--- config.mk ---
export PLATFORM = sky130hd
export DESIGN_NAME = id_ex_stage_flat
export DESIGN_NICKNAME = d
export VERILOG_FILES = /design/src/rtl/pipe_pkg.sv /design/src/rtl/id_ex_stage_if.sv /design/src/rtl/forward_unit.sv /design/src/rtl/id_ex_stage.sv /design/src/flat_wrapper.sv
export SDC_FILE = /design/constraint.sdc
export NUM_CORES = 1
export LEC_CHECK = 0
export ABC_AREA = 1
export CAP_MARGIN = 10
export CORE_UTILIZATION = 50
export DETAILED_ROUTE_END_ITERATION = 7
export PLACE_DENSITY = 0.95
export SLEW_MARGIN = 0
export SYNTH_ARGS = -nofsm -noshare
export SYNTH_HDL_FRONTEND = slang
export SYNTH_HIERARCHICAL = 1
export SYNTH_SLANG_ARGS = --single-unit
--- constraint.sdc ---
create_clock -name clk -period 5.83 [get_ports clk]
set_input_delay 1.749 -clock clk [delete_from_list [all_inputs] [get_ports clk]]
set_output_delay 1.749 -clock clk [all_outputs]
set_load 0.05 [all_outputs]
--- src/rtl/pipe_pkg.sv ---
// Shared definitions for the ID/EX pipeline stage and its helpers.
//   - ALU operation class codes handed to the ALU control decoder
//   - forwarding-source select used by the forwarding units
//   - bundle of per-instruction control bits carried through EX
package pipe_pkg;

    // ALU operation class (id_aluop / ex_aluop)
    localparam logic [1:0] ALUOP_LDST   = 2'd0;
    localparam logic [1:0] ALUOP_BRANCH = 2'd1;
    localparam logic [1:0] ALUOP_RTYPE  = 2'd2;
    localparam logic [1:0] ALUOP_ITYPE  = 2'd3;

    // Where a source operand value comes from in EX
    typedef enum logic [1:0] {
        FWD_REG   = 2'd0,   // value read from the register file in decode
        FWD_EXMEM = 2'd1,   // result sitting in EX/MEM
        FWD_MEMWB = 2'd2    // result sitting in MEM/WB
    } fwd_sel_e;

    // Control bits that travel with an instruction; all-zero is a bubble
    typedef struct packed {
        logic regwrite;
        logic memread;
        logic memwrite;
        logic memtoreg;
        logic branch;
    } ctrl_t;

    localparam ctrl_t CTRL_NONE = '0;

endpackage

--- src/rtl/id_ex_stage_if.sv ---
// Bundle of every non-clock signal around the ID/EX stage.
//   master : the surrounding pipeline (decode, EX/MEM, MEM/WB, redirect
//            logic) that drives id_*, flush and the forwarding sources, and
//            consumes stall and the ex_* outputs.
//   slave  : the ID/EX stage itself.
interface id_ex_stage_if #(
    parameter int XLEN = 32,
    parameter int REGW = 5,
    parameter int CNTW = 32
);
    // decode side
    logic            id_valid;
    logic [XLEN-1:0] id_rs1_val;
    logic [XLEN-1:0] id_rs2_val;
    logic [XLEN-1:0] id_imm;
    logic [REGW-1:0] id_rs1;
    logic [REGW-1:0] id_rs2;
    logic [REGW-1:0] id_rd;
    logic [3:0]      id_funct;
    logic [1:0]      id_aluop;
    logic            id_alusrc;
    logic            id_regwrite;
    logic            id_memread;
    logic            id_memwrite;
    logic            id_memtoreg;
    logic            id_branch;
    logic            flush;

    // forwarding sources
    logic            exmem_regwrite;
    logic [REGW-1:0] exmem_rd;
    logic [XLEN-1:0] exmem_result;
    logic            memwb_regwrite;
    logic [REGW-1:0] memwb_rd;
    logic [XLEN-1:0] memwb_result;

    // stage outputs
    logic            stall;
    logic            ex_valid;
    logic [XLEN-1:0] alu_a;
    logic [XLEN-1:0] alu_b;
    logic [XLEN-1:0] ex_store_data;
    logic [3:0]      ex_funct;
    logic [1:0]      ex_aluop;
    logic [REGW-1:0] ex_rd;
    logic            ex_regwrite;
    logic            ex_memread;
    logic            ex_memwrite;
    logic            ex_memtoreg;
    logic            ex_branch;
    logic [CNTW-1:0] stall_count;
    logic [CNTW-1:0] flush_count;

    modport master (
        output id_valid, id_rs1_val, id_rs2_val, id_imm, id_rs1, id_rs2, id_rd,
               id_funct, id_aluop, id_alusrc, id_regwrite, id_memread,
               id_memwrite, id_memtoreg, id_branch, flush,
               exmem_regwrite, exmem_rd, exmem_result,
               memwb_regwrite, memwb_rd, memwb_result,
        input  stall, ex_valid, alu_a, alu_b, ex_store_data, ex_funct, ex_aluop,
               ex_rd, ex_regwrite, ex_memread, ex_memwrite, ex_memtoreg,
               ex_branch, stall_count, flush_count
    );

    modport slave (
        input  id_valid, id_rs1_val, id_rs2_val, id_imm, id_rs1, id_rs2, id_rd,
               id_funct, id_aluop, id_alusrc, id_regwrite, id_memread,
               id_memwrite, id_memtoreg, id_branch, flush,
               exmem_regwrite, exmem_rd, exmem_result,
               memwb_regwrite, memwb_rd, memwb_result,
        output stall, ex_valid, alu_a, alu_b, ex_store_data, ex_funct, ex_aluop,
               ex_rd, ex_regwrite, ex_memread, ex_memwrite, ex_memtoreg,
               ex_branch, stall_count, flush_count
    );

endinterface

--- src/rtl/forward_unit.sv ---
// Forwarding select for one source operand.
//   src_i                      : register index read by the instruction in EX
//   exmem_regwrite_i/exmem_rd_i: destination of the instruction in EX/MEM
//   memwb_regwrite_i/memwb_rd_i: destination of the instruction in MEM/WB
//   sel_o                      : which value the operand should use
// The younger EX/MEM result takes priority; x0 is never forwarded.
module forward_unit
    import pipe_pkg::*;
#(
    parameter int REGW = 5
) (
    input  logic [REGW-1:0] src_i,
    input  logic            exmem_regwrite_i,
    input  logic [REGW-1:0] exmem_rd_i,
    input  logic            memwb_regwrite_i,
    input  logic [REGW-1:0] memwb_rd_i,
    output fwd_sel_e        sel_o
);

    always_comb begin
        // NOTE: assign a default before any branch so every path drives
        // sel_o and no latch is inferred.
        sel_o = FWD_REG;
        if (exmem_regwrite_i && (exmem_rd_i != '0) && (exmem_rd_i == src_i)) begin
            sel_o = FWD_EXMEM;
        end else if (memwb_regwrite_i && (memwb_rd_i != '0) && (memwb_rd_i == src_i)) begin
            sel_o = FWD_MEMWB;
        end
    end

endmodule

--- src/rtl/id_ex_stage.sv ---
// ID/EX pipeline register with forwarding, load-use stall and flush.
//   clk, rst_n : clock (rising edge) and asynchronous active-low reset
//   bus        : id_ex_stage_if.slave carrying decode inputs, flush,
//                EX/MEM and MEM/WB forwarding sources, the combinational
//                stall request, the registered ex_* fields, the forwarded
//                ALU operands and the saturating stall/flush counters.
module id_ex_stage
    import pipe_pkg::*;
#(
    parameter int XLEN = 32,
    parameter int REGW = 5,
    parameter int CNTW = 32
) (
    input  logic         clk,
    input  logic         rst_n,
    id_ex_stage_if.slave bus
);

    // ---------------- EX-stage registers ----------------
    logic            valid_q,    valid_d;
    ctrl_t           ctrl_q,     ctrl_d;
    logic [REGW-1:0] rs1_q,      rs1_d;
    logic [REGW-1:0] rs2_q,      rs2_d;
    logic [REGW-1:0] rd_q,       rd_d;
    logic [XLEN-1:0] rs1_val_q,  rs1_val_d;
    logic [XLEN-1:0] rs2_val_q,  rs2_val_d;
    logic [XLEN-1:0] imm_q,      imm_d;
    logic [3:0]      funct_q,    funct_d;
    logic [1:0]      aluop_q,    aluop_d;
    logic            alusrc_q,   alusrc_d;
    logic [CNTW-1:0] stall_cnt_q, stall_cnt_d;
    logic [CNTW-1:0] flush_cnt_q, flush_cnt_d;

    // ---------------- load-use hazard ----------------
    // Only instructions that really read rs2 can hazard on it; I-type and
    // loads carry an unrelated value in that field.
    logic uses_rs2;
    logic stall;

    assign uses_rs2 = (bus.id_aluop == ALUOP_RTYPE) | bus.id_memwrite | bus.id_branch;
    assign stall    = bus.id_valid & valid_q & ctrl_q.memread & (rd_q != '0) &
                      ((rd_q == bus.id_rs1) | ((rd_q == bus.id_rs2) & uses_rs2));

    // ---------------- next state ----------------
    logic load;
    assign load = !bus.flush && !stall && bus.id_valid;

    always_comb begin
        // Bubble by default: controls off, data cleared for determinism.
        valid_d   = 1'b0;
        ctrl_d    = CTRL_NONE;
        rs1_d     = '0;
        rs2_d     = '0;
        rd_d      = '0;
        rs1_val_d = '0;
        rs2_val_d = '0;
        imm_d     = '0;
        funct_d   = '0;
        aluop_d   = '0;
        alusrc_d  = 1'b0;
        if (load) begin
            valid_d   = 1'b1;
            ctrl_d    = '{regwrite: bus.id_regwrite, memread: bus.id_memread,
                          memwrite: bus.id_memwrite, memtoreg: bus.id_memtoreg,
                          branch:   bus.id_branch};
            rs1_d     = bus.id_rs1;
            rs2_d     = bus.id_rs2;
            rd_d      = bus.id_rd;
            rs1_val_d = bus.id_rs1_val;
            rs2_val_d = bus.id_rs2_val;
            imm_d     = bus.id_imm;
            funct_d   = bus.id_funct;
            aluop_d   = bus.id_aluop;
            alusrc_d  = bus.id_alusrc;
        end

        // A flush outranks a stall, so a cycle with both counts as a flush.
        stall_cnt_d = stall_cnt_q;
        flush_cnt_d = flush_cnt_q;
        if (bus.flush) begin
            if (flush_cnt_q != '1) flush_cnt_d = flush_cnt_q + CNTW'(1);
        end else if (stall) begin
            if (stall_cnt_q != '1) stall_cnt_d = stall_cnt_q + CNTW'(1);
        end
    end

    // NOTE: sequential state uses non-blocking assignments so every register
    // samples its pre-edge value regardless of statement order. All state is
    // flops (no RAM), so everything is cleared by reset.
    always_ff @(posedge clk or negedge rst_n) begin
        if (!rst_n) begin
            valid_q     <= 1'b0;
            ctrl_q      <= CTRL_NONE;
            rs1_q       <= '0;
            rs2_q       <= '0;
            rd_q        <= '0;
            rs1_val_q   <= '0;
            rs2_val_q   <= '0;
            imm_q       <= '0;
            funct_q     <= '0;
            aluop_q     <= '0;
            alusrc_q    <= 1'b0;
            stall_cnt_q <= '0;
            flush_cnt_q <= '0;
        end else begin
            valid_q     <= valid_d;
            ctrl_q      <= ctrl_d;
            rs1_q       <= rs1_d;
            rs2_q       <= rs2_d;
            rd_q        <= rd_d;
            rs1_val_q   <= rs1_val_d;
            rs2_val_q   <= rs2_val_d;
            imm_q       <= imm_d;
            funct_q     <= funct_d;
            aluop_q     <= aluop_d;
            alusrc_q    <= alusrc_d;
            stall_cnt_q <= stall_cnt_d;
            flush_cnt_q <= flush_cnt_d;
        end
    end

    // ---------------- forwarding ----------------
    fwd_sel_e sel_a, sel_b;

    forward_unit #(.REGW(REGW)) u_fwd_rs1 (
        .src_i            (rs1_q),
        .exmem_regwrite_i (bus.exmem_regwrite),
        .exmem_rd_i       (bus.exmem_rd),
        .memwb_regwrite_i (bus.memwb_regwrite),
        .memwb_rd_i       (bus.memwb_rd),
        .sel_o            (sel_a)
    );

    forward_unit #(.REGW(REGW)) u_fwd_rs2 (
        .src_i            (rs2_q),
        .exmem_regwrite_i (bus.exmem_regwrite),
        .exmem_rd_i       (bus.exmem_rd),
        .memwb_regwrite_i (bus.memwb_regwrite),
        .memwb_rd_i       (bus.memwb_rd),
        .sel_o            (sel_b)
    );

    logic [XLEN-1:0] fwd_rs1, fwd_rs2;

    always_comb begin
        case (sel_a)
            FWD_EXMEM: fwd_rs1 = bus.exmem_result;
            FWD_MEMWB: fwd_rs1 = bus.memwb_result;
            default:   fwd_rs1 = rs1_val_q;
        endcase
        case (sel_b)
            FWD_EXMEM: fwd_rs2 = bus.exmem_result;
            FWD_MEMWB: fwd_rs2 = bus.memwb_result;
            default:   fwd_rs2 = rs2_val_q;
        endcase
    end

    // ---------------- outputs ----------------
    assign bus.stall         = stall;
    assign bus.ex_valid      = valid_q;
    assign bus.alu_a         = fwd_rs1;
    assign bus.alu_b         = alusrc_q ? imm_q : fwd_rs2;
    assign bus.ex_store_data = fwd_rs2;
    assign bus.ex_funct      = funct_q;
    assign bus.ex_aluop      = aluop_q;
    assign bus.ex_rd         = rd_q;
    assign bus.ex_regwrite   = ctrl_q.regwrite & valid_q;
    assign bus.ex_memread    = ctrl_q.memread  & valid_q;
    assign bus.ex_memwrite   = ctrl_q.memwrite & valid_q;
    assign bus.ex_memtoreg   = ctrl_q.memtoreg & valid_q;
    assign bus.ex_branch     = ctrl_q.branch   & valid_q;
    assign bus.stall_count   = stall_cnt_q;
    assign bus.flush_count   = flush_cnt_q;

endmodule

--- src/flat_wrapper.sv ---
// flat-port wrapper written by rule: the top's interface ports become plain ports
module id_ex_stage_flat import pipe_pkg::*;
#(
    parameter int XLEN = 32,
    parameter int REGW = 5,
    parameter int CNTW = 32
)
  (clk, rst_n, bus_id_valid, bus_id_rs1_val, bus_id_rs2_val, bus_id_imm, bus_id_rs1, bus_id_rs2, bus_id_rd, bus_id_funct, bus_id_aluop, bus_id_alusrc, bus_id_regwrite, bus_id_memread, bus_id_memwrite, bus_id_memtoreg, bus_id_branch, bus_flush, bus_exmem_regwrite, bus_exmem_rd, bus_exmem_result, bus_memwb_regwrite, bus_memwb_rd, bus_memwb_result, bus_stall, bus_ex_valid, bus_alu_a, bus_alu_b, bus_ex_store_data, bus_ex_funct, bus_ex_aluop, bus_ex_rd, bus_ex_regwrite, bus_ex_memread, bus_ex_memwrite, bus_ex_memtoreg, bus_ex_branch, bus_stall_count, bus_flush_count);
  id_ex_stage_if #(.XLEN(XLEN), .REGW(REGW), .CNTW(CNTW)) bus_i ();
  input  logic clk;
  input  logic rst_n;
  input wire logic [$bits(bus_i.id_valid)-1:0] bus_id_valid;
  input wire logic [$bits(bus_i.id_rs1_val)-1:0] bus_id_rs1_val;
  input wire logic [$bits(bus_i.id_rs2_val)-1:0] bus_id_rs2_val;
  input wire logic [$bits(bus_i.id_imm)-1:0] bus_id_imm;
  input wire logic [$bits(bus_i.id_rs1)-1:0] bus_id_rs1;
  input wire logic [$bits(bus_i.id_rs2)-1:0] bus_id_rs2;
  input wire logic [$bits(bus_i.id_rd)-1:0] bus_id_rd;
  input wire logic [$bits(bus_i.id_funct)-1:0] bus_id_funct;
  input wire logic [$bits(bus_i.id_aluop)-1:0] bus_id_aluop;
  input wire logic [$bits(bus_i.id_alusrc)-1:0] bus_id_alusrc;
  input wire logic [$bits(bus_i.id_regwrite)-1:0] bus_id_regwrite;
  input wire logic [$bits(bus_i.id_memread)-1:0] bus_id_memread;
  input wire logic [$bits(bus_i.id_memwrite)-1:0] bus_id_memwrite;
  input wire logic [$bits(bus_i.id_memtoreg)-1:0] bus_id_memtoreg;
  input wire logic [$bits(bus_i.id_branch)-1:0] bus_id_branch;
  input wire logic [$bits(bus_i.flush)-1:0] bus_flush;
  input wire logic [$bits(bus_i.exmem_regwrite)-1:0] bus_exmem_regwrite;
  input wire logic [$bits(bus_i.exmem_rd)-1:0] bus_exmem_rd;
  input wire logic [$bits(bus_i.exmem_result)-1:0] bus_exmem_result;
  input wire logic [$bits(bus_i.memwb_regwrite)-1:0] bus_memwb_regwrite;
  input wire logic [$bits(bus_i.memwb_rd)-1:0] bus_memwb_rd;
  input wire logic [$bits(bus_i.memwb_result)-1:0] bus_memwb_result;
  output wire logic [$bits(bus_i.stall)-1:0] bus_stall;
  output wire logic [$bits(bus_i.ex_valid)-1:0] bus_ex_valid;
  output wire logic [$bits(bus_i.alu_a)-1:0] bus_alu_a;
  output wire logic [$bits(bus_i.alu_b)-1:0] bus_alu_b;
  output wire logic [$bits(bus_i.ex_store_data)-1:0] bus_ex_store_data;
  output wire logic [$bits(bus_i.ex_funct)-1:0] bus_ex_funct;
  output wire logic [$bits(bus_i.ex_aluop)-1:0] bus_ex_aluop;
  output wire logic [$bits(bus_i.ex_rd)-1:0] bus_ex_rd;
  output wire logic [$bits(bus_i.ex_regwrite)-1:0] bus_ex_regwrite;
  output wire logic [$bits(bus_i.ex_memread)-1:0] bus_ex_memread;
  output wire logic [$bits(bus_i.ex_memwrite)-1:0] bus_ex_memwrite;
  output wire logic [$bits(bus_i.ex_memtoreg)-1:0] bus_ex_memtoreg;
  output wire logic [$bits(bus_i.ex_branch)-1:0] bus_ex_branch;
  output wire logic [$bits(bus_i.stall_count)-1:0] bus_stall_count;
  output wire logic [$bits(bus_i.flush_count)-1:0] bus_flush_count;
  assign bus_i.id_valid = bus_id_valid;
  assign bus_i.id_rs1_val = bus_id_rs1_val;
  assign bus_i.id_rs2_val = bus_id_rs2_val;
  assign bus_i.id_imm = bus_id_imm;
  assign bus_i.id_rs1 = bus_id_rs1;
  assign bus_i.id_rs2 = bus_id_rs2;
  assign bus_i.id_rd = bus_id_rd;
  assign bus_i.id_funct = bus_id_funct;
  assign bus_i.id_aluop = bus_id_aluop;
  assign bus_i.id_alusrc = bus_id_alusrc;
  assign bus_i.id_regwrite = bus_id_regwrite;
  assign bus_i.id_memread = bus_id_memread;
  assign bus_i.id_memwrite = bus_id_memwrite;
  assign bus_i.id_memtoreg = bus_id_memtoreg;
  assign bus_i.id_branch = bus_id_branch;
  assign bus_i.flush = bus_flush;
  assign bus_i.exmem_regwrite = bus_exmem_regwrite;
  assign bus_i.exmem_rd = bus_exmem_rd;
  assign bus_i.exmem_result = bus_exmem_result;
  assign bus_i.memwb_regwrite = bus_memwb_regwrite;
  assign bus_i.memwb_rd = bus_memwb_rd;
  assign bus_i.memwb_result = bus_memwb_result;
  assign bus_stall = bus_i.stall;
  assign bus_ex_valid = bus_i.ex_valid;
  assign bus_alu_a = bus_i.alu_a;
  assign bus_alu_b = bus_i.alu_b;
  assign bus_ex_store_data = bus_i.ex_store_data;
  assign bus_ex_funct = bus_i.ex_funct;
  assign bus_ex_aluop = bus_i.ex_aluop;
  assign bus_ex_rd = bus_i.ex_rd;
  assign bus_ex_regwrite = bus_i.ex_regwrite;
  assign bus_ex_memread = bus_i.ex_memread;
  assign bus_ex_memwrite = bus_i.ex_memwrite;
  assign bus_ex_memtoreg = bus_i.ex_memtoreg;
  assign bus_ex_branch = bus_i.ex_branch;
  assign bus_stall_count = bus_i.stall_count;
  assign bus_flush_count = bus_i.flush_count;
  id_ex_stage #(.XLEN(XLEN), .REGW(REGW), .CNTW(CNTW)) u_core (.clk(clk), .rst_n(rst_n), .bus(bus_i));
endmodule
==> results.cfg <==
[status]
status = complete, no violations

[sta]
max_freq_mhz = 173
max-slew-margin-rel = 0.145
skew_ns = 0.0158
fin_crit_sh = 0.990
tightest_slew_ns = 1.28
slew_viol_final = 0
min_period_ns = 5.77
setup_violations = 0
finalHoldViolations = 0
finalSetupTns_ns = 0
whs_ns = 0.561
finalWorstSetupSlack_ns = 0.0577

[global_route]
gr-usage-met3 = 0.0840
top_usage_layer = met2
grt_pass1_wl_um = 60900
antenna_found_initial = 9
grt_util_met2 = 0.604
grt.overflow.total = 0
grt.total_usage = 0.361
grt_use_met1 = 0.420
grt_pass1_vias = 11600
grt_start_max_net_pins = 112

[setup_path]
path_class = in -> out
required_ns = 4.08
worst_setup_path_start_kind = input port
worstSetupEndpointType = primary output
crit_fanout = 32
r2r_cells = 11
cp_data_arrival_time_ns = 4.02

[route]
drtIter0Drc = 899
wl_per_cell_um = 18.1
route.detailed.drc = 0
routed_wl_um = 40900
dr.pass1.iters = 7
antenna_left = 0
post_drt_via_cell_ratio = 5.28
via_count = 11900

[power]
p_leak_uw = 0.00803
p_switching_uw = 1200
intPower_uw = 2320
switching_share = 0.341
finalPower_uw = 3510
p_clk_frac = 0.340
p_per_area_mw_per_mm2 = 221
pwr-share-comb = 0.258
sequentialPowerShare = 0.403
irDropWorstVdd_uv = 297

[job]
drv_cap = 0

[synth]
yosysTopAreaCellShare = 0.438
ys_ff_latch = 188
synth_cell_types = 33
synth-seq-area-share = 0.438
synth_edf_count = 0
syn_avg_cell_area_sq_um = 6.86
yosysTopAreaCell = dfrtp_1
async_reset_ff_frac = 1.00
synth.net_count = 1775
synthesis.area_sq_mm = 0.0107
yosysWarnings = 6
postSynthCellCount = 1566
synth_ff_type = dfrtp_1
ys_top_cells_by_area = dfrtp_1, nand2_1, nor2_1

[place]
pre_cts_ws_ns = -0.137
dp_hpwl_um = 29200
routabilityCongestion = 0.957
port_buffers = 380

[floorplan]
die_y_um = 149
die_x_um = 149
start_util = 0.511
num_rows = 53
top_level_ports = 381
design.die.area_sq_mm = 0.0221
core-area_sq_mm = 0.0210

[clock_network]
cts.clk_slew.worst_paths_ns = 0.07
clock-sinks = 188
numCtsBuffers = 17
cts_buffer_depth = 2
cts_tree = yes
cts_root_buf = clkbuf_16
clk_latency_ns = 0.44
postCtsHoldBufs = 0
h-tree-depth = 4

[min_path]
hp-class = reg -> reg
whs_path_depth = 2

[finish]
drive_gt1_frac = 0.155
nets = 2174
syn_to_final_growth_pct = 48.3
## final timing paths
path                                       startpoint                          to  slack [ns]
setup / recovery                   bus_exmem_regwrite                bus_alu_a[4]        0.06
hold / removal             u_core/bus.flush_count[31]  u_core/bus.flush_count[31]        0.56
setup reg to reg                  u_core/bus.ex_rd[3]            u_core/imm_q[20]        3.37
hold reg to reg            u_core/bus.flush_count[31]  u_core/bus.flush_count[31]        0.56
max in group asynchronous                       rst_n        u_core/rs1_val_q[31]        3.46
min in group asynchronous                       rst_n      u_core/bus.ex_aluop[1]        1.43
## final cells by class
class,count,area [sq um]
Antenna cell,7,17.5
Clock buffer,17,425
Clock inverter,15,181
Fill cell,1542,5100
Inverter,220,833
Multi-Input combinational cell,1101,5160
Sequential cell,188,4700
Tap cell,275,344
Timing Repair Buffer,437,4250
## critical path: stages
cell and delay (ns):
clkdlybuf4s50_1 0.49, nand2_1 0.07, nor2_2 0.14, nand3_1 0.11
nor2_2 0.17, nor2_2 0.09, buf_4 0.14, inv_1 0.04
ha_1 0.18, buf_12 0.22, nand2_1 0.11, a21oi_1 0.25
buf_4 0.25
## per-layer routing
layer	wire (um)	vias up
met5	25	-
met4	2440	4
met3	3720	156
met2	19900	673
met1	14800	5569
li1	-	5542
## power groups by stage
stage                     clock [uW]  combinational, uW  sequential, uW
after floorplan                    0                382            1530
after global placement             0                861            1440
after detailed placement           0                875            1440
after CTS                       1210                889            1410
after global routing            1260                954            1420
final                           1190                905            1420
## cells in the final DEF, fill, tap and decap left out, drive strengths merged
| master | instances |
|---|---|
| dfrtp | 188 |
| inv | 225 |
| nor2 | 293 |
| nand4 | 16 |
| dlymetal6s2s | 3 |
| a21boi | 2 |
| xnor2 | 13 |
| o21ai | 24 |
| bufinv | 1 |
| nand3b | 10 |
| clkdlybuf4s50 | 274 |
| ha | 6 |
| buf | 152 |
| clkinv | 6 |
| clkbuf | 20 |
| xor2 | 28 |
| dlygate4sd2 | 5 |
| nand3 | 29 |
| diode | 7 |
| nand2 | 531 |
| clkinvlp | 3 |
| a21oi | 130 |
| nor3 | 19 |
## logic make-up (layout without fill, tap and decap cells)
logic type,Yosys count,in the layout,synth area share
adder cells (fa/ha/maj),6,6,0.00699
AND/OR/NAND/NOR,898,898,0.340
buffers and inverters,277,689,0.106
XOR/XNOR,41,41,0.0334
other,0,7,0
flip-flops,188,188,0.438
AO/OA/AOI/OAI,156,156,0.0760
## repair_timing
action                                  in CTS  in global routing
setup buffers                                0                  2
gates cloned                                 1                  3
pin swaps                                    4                 10
resized for setup                           41                 34
hold endpoints to repair                     0                  0
endpoints found under the setup margin      45                 83
## synthesized netlist by cell type (2+ instances only)
master,instances
nand3_2,3
nor2_1,282
buf_4,8
nor2_4,3
o21ai_1,7
dfrtp_1,188
nor2_2,8
nand3_1,26
nand3b_2,3
xnor2_1,13
a21oi_1,130
buf_2,9
clkbuf_1,31
nor3_1,16
ha_1,6
buf_1,2
inv_1,201
xor2_1,28
nand4_1,15
buf_6,7
inv_2,17
nand2_1,519
nand3b_1,7
o21ai_2,8
nand2_2,11
a21boi_0,2
nor3_4,2
o21ai_0,9
## through the flow
step	instance area (sq um)	utilization	instances
2_1_floorplan	10800	-	1566
3_3_place_gp	14900	0.711	2215
3_5_place_dp	14900	0.711	2215
4_1_cts	15700	0.747	2248
5_1_grt	15900	0.757	2259
6_report	15900	0.757	2260
## sequential cells by signal, indices dropped and copies added, names as in the netlist
| register | count |
|---|---|
| u_core/alusrc_q | 1 |
| u_core/bus.ex_aluop | 2 |
| u_core/bus.ex_funct | 4 |
| u_core/bus.ex_rd | 5 |
| u_core/bus.ex_valid | 1 |
| u_core/bus.flush_count | 32 |
| u_core/bus.stall_count | 32 |
| u_core/ctrl_q | 5 |
| u_core/imm_q | 32 |
| u_core/rs1_q | 5 |
| u_core/rs1_val_q | 32 |
| u_core/rs2_q | 5 |
| u_core/rs2_val_q | 32 |
No activity file was read; power rests on OpenSTA's default activity.
